<file path="src/rtl/pdm_mic_decimator.sv">
// PDM microphone front-end: generates the mic clock, captures one PDM bit per mic clock period,
// and decimates each fixed window of bits into a signed 8-bit sample with optional DC removal.
module pdm_mic_decimator #(
  parameter int PDM_COUNT_PERIOD = 32,
  parameter int NUM_PDM_SAMPLES  = 256,
  parameter int DC_SHIFT         = 6
) (
  input  logic       clk_in,
  input  logic       rst_in,
  input  logic       enable_in,
  input  logic       mic_data_in,
  output logic       mic_clk_out,
  output logic       pdm_bit_valid_out,
  output logic       pdm_bit_out,
  output logic [7:0] audio_out,
  output logic       audio_valid_out,
  output logic       clip_out
);

  localparam int CW    = $clog2(PDM_COUNT_PERIOD);
  localparam int LOG2N = $clog2(NUM_PDM_SAMPLES);
  localparam int TW    = LOG2N + 1;
  localparam int SHL   = (LOG2N <= 8) ? 8 - LOG2N : 0;
  localparam int SHR   = (LOG2N > 8) ? LOG2N - 8 : 0;

  localparam logic [CW-1:0]    CNT_MAX = CW'(PDM_COUNT_PERIOD - 1);
  localparam logic [CW-1:0]    CNT_HALF = CW'(PDM_COUNT_PERIOD / 2);
  localparam logic [LOG2N-1:0] BIT_MAX = LOG2N'(NUM_PDM_SAMPLES - 1);

  function automatic logic [8:0] sat8(input logic signed [11:0] v);
    if (v > 12'sd127) return {1'b1, 8'h7f};
    else if (v < -12'sd128) return {1'b1, 8'h80};
    else return {1'b0, v[7:0]};
  endfunction

  logic [CW-1:0]    cnt;
  logic             mic_clk_d;
  logic             rise;
  logic [LOG2N-1:0] bit_cnt;
  logic [TW-1:0]    tally;
  logic [TW-1:0]    sum_r;
  logic             win_done;
  logic [7:0]       x_r;
  logic             sat1_r;
  logic             s1_valid;
  logic [7:0]       y;
  logic             sat2;

  always_ff @(posedge clk_in or negedge rst_in) begin
    if (!rst_in) begin
      cnt         <= '0;
      mic_clk_out <= 1'b0;
      mic_clk_d   <= 1'b0;
    end else if (!enable_in) begin
      cnt         <= '0;
      mic_clk_out <= 1'b0;
      mic_clk_d   <= 1'b0;
    end else begin
      cnt         <= (cnt == CNT_MAX) ? '0 : cnt + 1'b1;
      mic_clk_out <= (cnt < CNT_HALF);
      mic_clk_d   <= mic_clk_out;
    end
  end

  assign rise = enable_in & mic_clk_out & ~mic_clk_d;

  // The Nth bit closes the window directly into sum_r so no bit is lost between windows.
  always_ff @(posedge clk_in or negedge rst_in) begin
    if (!rst_in) begin
      pdm_bit_valid_out <= 1'b0;
      pdm_bit_out       <= 1'b0;
      bit_cnt           <= '0;
      tally             <= '0;
      sum_r             <= '0;
      win_done          <= 1'b0;
    end else begin
      pdm_bit_valid_out <= rise;
      win_done          <= 1'b0;
      if (rise) pdm_bit_out <= mic_data_in;
      if (!enable_in) begin
        bit_cnt <= '0;
        tally   <= '0;
      end else if (rise) begin
        if (bit_cnt == BIT_MAX) begin
          sum_r    <= tally + TW'(mic_data_in);
          tally    <= '0;
          bit_cnt  <= '0;
          win_done <= 1'b1;
        end else begin
          tally   <= tally + TW'(mic_data_in);
          bit_cnt <= bit_cnt + 1'b1;
        end
      end
    end
  end

  logic signed [11:0] centered;
  logic signed [11:0] scaled;
  logic [8:0]         s1_res;

  assign centered = $signed(12'(sum_r)) - $signed(12'(NUM_PDM_SAMPLES / 2));
  assign scaled   = (centered <<< SHL) >>> SHR;
  assign s1_res   = sat8(scaled);

  always_ff @(posedge clk_in or negedge rst_in) begin
    if (!rst_in) begin
      s1_valid <= 1'b0;
      x_r      <= '0;
      sat1_r   <= 1'b0;
    end else begin
      s1_valid <= win_done;
      if (win_done) begin
        x_r    <= s1_res[7:0];
        sat1_r <= s1_res[8];
      end
    end
  end

  // The DC tracker is a leaky integrator; acc keeps DC_SHIFT fraction bits below the 10-bit estimate.
  generate
    if (DC_SHIFT > 0) begin : g_dc
      localparam int AW = 10 + DC_SHIFT;
      logic signed [AW-1:0] acc;
      logic signed [9:0]    dc;
      logic signed [11:0]   diff;
      logic [8:0]           s2_res;

      assign dc     = acc[AW-1:DC_SHIFT];
      assign diff   = {{4{x_r[7]}}, x_r} - {{2{dc[9]}}, dc};
      assign s2_res = sat8(diff);
      assign y      = s2_res[7:0];
      assign sat2   = s2_res[8];

      always_ff @(posedge clk_in or negedge rst_in) begin
        if (!rst_in) acc <= '0;
        else if (s1_valid) acc <= acc + AW'(diff);
      end
    end else begin : g_nodc
      assign y    = x_r;
      assign sat2 = 1'b0;
    end
  endgenerate

  always_ff @(posedge clk_in or negedge rst_in) begin
    if (!rst_in) begin
      audio_valid_out <= 1'b0;
      audio_out       <= '0;
      clip_out        <= 1'b0;
    end else begin
      audio_valid_out <= s1_valid;
      if (s1_valid) begin
        audio_out <= y;
        clip_out  <= sat1_r | sat2;
      end
    end
  end

endmodule

</file>
<file path="config.mk">
export PLATFORM = sky130hd
export DESIGN_NAME = pdm_mic_decimator
export DESIGN_NICKNAME = d
export VERILOG_FILES = /design/src/rtl/pdm_mic_decimator.sv
export SDC_FILE = /design/constraint.sdc
export NUM_CORES = 1
export LEC_CHECK = 0
export CORE_ASPECT_RATIO = 0.75
export CORE_MARGIN = 3
export CORE_UTILIZATION = 55
export CTS_CLUSTER_DIAMETER = 150
export DETAILED_ROUTE_END_ITERATION = 6
export PLACE_DENSITY = 0.73
export SLEW_MARGIN = 20
export SYNTH_ARGS = -nofsm -noshare
export SYNTH_HDL_FRONTEND = slang
export SYNTH_SLANG_ARGS = --single-unit
</file>
<file path="constraint.sdc">
create_clock -name clk_in -period 3.9 [get_ports clk_in]
set_clock_uncertainty 0.2 [all_clocks]
set_input_delay 0.78 -clock clk_in [delete_from_list [all_inputs] [get_ports clk_in]]
set_output_delay 0.78 -clock clk_in [all_outputs]
set_load 0.01 [all_outputs]
</file>
==> metrics.yaml <==
outcome:
  outcome: "finished clean"
synth:
  synth_top_area_frac: 0.415
  synthesis.nets: 485
  yosys.area.top_type: "dfrtp_1"
  syn_inst: 447
  synth_area_um2: 4340
  async_flop_share: 1.00
  synth-seq-cells: 72
  synthFlopType: "dfrtp_1"
  synth_edf_count: 0
  ys_top_cells_by_area: "dfrtp_1, ha_1, nand2_1, xnor2_1, o21ai_0"
  syn_area_per_cell_um2: 9.72
  ys_types: 60
  ys_seq_area_frac: 0.415
  synth_warnings: 0
clock_tree:
  cts.sinks: 72
  cts_tree: "done"
  cts_buffers: 9
  clk_latency_ps: 360
  cts_max_path_buffers: 2
  cts_root_buf: "clkbuf_8"
  clk_pin_slew_ps: 80
  ctsHtreeMaxLevel: 3
  ctsHoldBuffers: 0
timing:
  hold_slack_ps: 236
  relSlewSlack: 0.380
  timing_hold_violations_final: 0
  slew_viol_final: 0
  fin_crit_ps: 3730
  max_freq_mhz: 268
  worstMarginPinSlew_ps: 930
  setup_violations: 0
  finalWorstSetupSlack_ps: 166
  fin_crit_sh: 0.957
global_routing:
  overflow: 0
  grt_max_degree: 73
  grt_pass1_wl_mm: 15.5
  antenna_found_initial: 0
  grt_pass1_vias: 3187
  gr-usage-all-layers: 0.213
floorplan:
  die_w_um: 109
  dieArea_um2: 9010
  io_pins: 17
  coreArea_um2: 7500
  initial_core_util: 0.579
  rows: 27
  die_h_um: 83.0
cells_and_area:
  antennaDiodeCount: 0
  nFillCells: 619
  fin_nets: 508
  drive_above_1_share: 0.120
  seq_area_um2: 1800
  areaGrowthSynthToFinish_pct: 13.2
  fin_cells: 576
  multi_input_area_um2: 2450
route:
  postRouteAntennaNets: 0
  wirelength_mm: 9.04
  drt_iter0_markers: 210
  firstDrtPassIters: 4
  via_per_inst: 5.80
  drc: 0
  vias: 3339
  wl_per_cell_um: 15.7
power_and_ir_drop:
  powerDensity_nw_per_um2: 295
  max-vdd-ir-drop_v: 0.000187
  swShare: 0.243
  seqPwrFrac: 0.524
  switchingPower_uw: 353
  power_frac_clock: 0.438
  pwr-share-comb: 0.037
  leakagePower_nw: 2.28
  power.internal_mw: 1.10
  power_mw: 1.45
setup_path:
  arrival_ps: 3800
  critPathLaunchType: "flip-flop"
  worstSetupPathType: "flip-flop to flip-flop"
  cp_max_fo: 3
  end_kind: "flip-flop"
  required_ps: 3960
placement:
  dp_hpwl_mm: 6.37
  gp_congestion: 0.863
  port_buffers: 16
  dp_cells: 557
  pre_cts_ws_ps: -96.8
worst_hold_path:
  min_path_type: "flip-flop to flip-flop"
job:
  cap_violations: 0
logic make-up (layout without fill, tap and decap cells):
family / Yosys count / in the layout / share of synthesized area
fa+ha+maj: 34 / 34 / 0.101
buf+inv: 39 / 67 / 0.0357
compound gates: 114 / 114 / 0.185
xor+xnor: 30 / 30 / 0.0622
flops: 72 / 72 / 0.415
mux: 16 / 16 / 0.0395
simple gates: 142 / 142 / 0.162
layout by cell type (no fill, tap or decap), drive strengths merged, types with 7 or more instances in the layout:
cell           instances
clkbuf                10
o21ai                 33
nand2                 44
a311o                  7
dfrtp                 72
nor3                   7
xor2                  11
nor2b                 13
mux2                   9
buf                   10
ha                    32
and3                  13
nor2                  33
nand3                  9
clkdlybuf4s50         15
a21oi                 29
mux2i                  7
xnor2                 19
inv                   29
Yosys cell counts (3+ instances only):
master and n:
o21a_1 4, o21ai_1 4, clkbuf_1 10, nand4_1 3
a211oi_1 5, mux2_2 8, and2_1 5, o21ai_0 29
nor2b_1 12, nand2_1 44, nor4_1 3, o21bai_1 5
a311o_1 7, nor2_1 33, inv_1 24, and3_1 12
a21o_1 4, a31oi_1 3, nor3_1 7, a21oi_1 27
xnor2_1 18, mux2i_1 7, xor2_1 11, nand3_1 9
ha_1 32, dfrtp_1 72, nand3b_1 5
sequential cells by signal (all words and copies together) (netlist names):
name               count
mic_clk_out            1
bit_cnt                8
cnt                    5
sum_r                  9
pdm_bit_valid_out      1
mic_clk_d              1
sat1_r                 1
win_done               1
pdm_bit_out            1
tally                  9
clip_out               1
audio_valid_out        1
g_dc.acc              16
audio_out              8
x_r                    8
s1_valid               1
final cells by class:
class / count / area share
Multi-Input combinational cell: 336 / 0.499
Sequential cell: 72 / 0.367
Timing Repair Buffer: 25 / 0.0458
Clock buffer: 10 / 0.0280
Tap cell: 101 / 0.0257
Inverter: 26 / 0.0199
Clock inverter: 6 / 0.0153
timing repair:
action / in CTS / in global routing
resized for setup: 4 / 7
endpoints found under the setup margin: 2 / 3
setup buffers: 0 / 3
pin swaps: 0 / 4
power groups by stage:
stage               combinational (mW)  sequential [mW]  clock [mW]
floorplan                       0.0226            0.776           0
global placement                0.0543            0.774           0
detailed placement              0.0559            0.775           0
CTS                             0.0560            0.760       0.654
global route                    0.0618            0.762       0.682
finish                          0.0543            0.760       0.635
worst max-delay path: stages, from the launching register on:
cell	delay (ps)
dfrtp_1	390
inv_1	80
ha_1	280
nor2b_1	150
o2111a_1	290
o31ai_4	250
o21bai_1	100
a21oi_1	170
xnor2_1	90
ha_1	330
nand4_1	180
nor4_2	310
nor2_1	120
a31oi_2	250
o21a_1	170
nor3_1	50
o31ai_1	220
path summary, 6_finish.rpt:
path,start,to,slack (ps),depth (start not counted)
setup / recovery,g_dc.acc[7]$_DFFE_PN0P_,g_dc.acc[13]$_DFFE_PN0P_,170,16
hold / removal,cnt[4]$_DFF_PN0_,mic_clk_out$_DFF_PN0_,240,1
setup reg to reg,g_dc.acc[7]$_DFFE_PN0P_,g_dc.acc[13]$_DFFE_PN0P_,170,16
hold reg to reg,cnt[4]$_DFF_PN0_,mic_clk_out$_DFF_PN0_,240,1
max in group asynchronous,rst_in,g_dc.acc[9]$_DFFE_PN0P_,2550,1
min in group asynchronous,rst_in,bit_cnt[7]$_DFFE_PN0P_,350,1
through the flow:
step           TNS [ps]  utilization  cell area [µm²]
3_3_place_gp          0        0.615             4620
3_5_place_dp       -164        0.615             4620
2_1_floorplan         0            -             4340
4_1_cts               0        0.647             4850
6_report              0        0.655             4920
5_1_grt           -46.0        0.655             4920
metal layers:
metal,wire [µm],up-vias,GRT usage,share of wire
li1,-,1637,-,-
met1,4750,1621,0.331,0.53
met2,3800,69,0.294,0.42
met3,382,12,0.0513,0.042
met4,112,0,0.0608,0.012
met5,0,-,0,0
No activity file was read; power rests on OpenSTA's default activity.
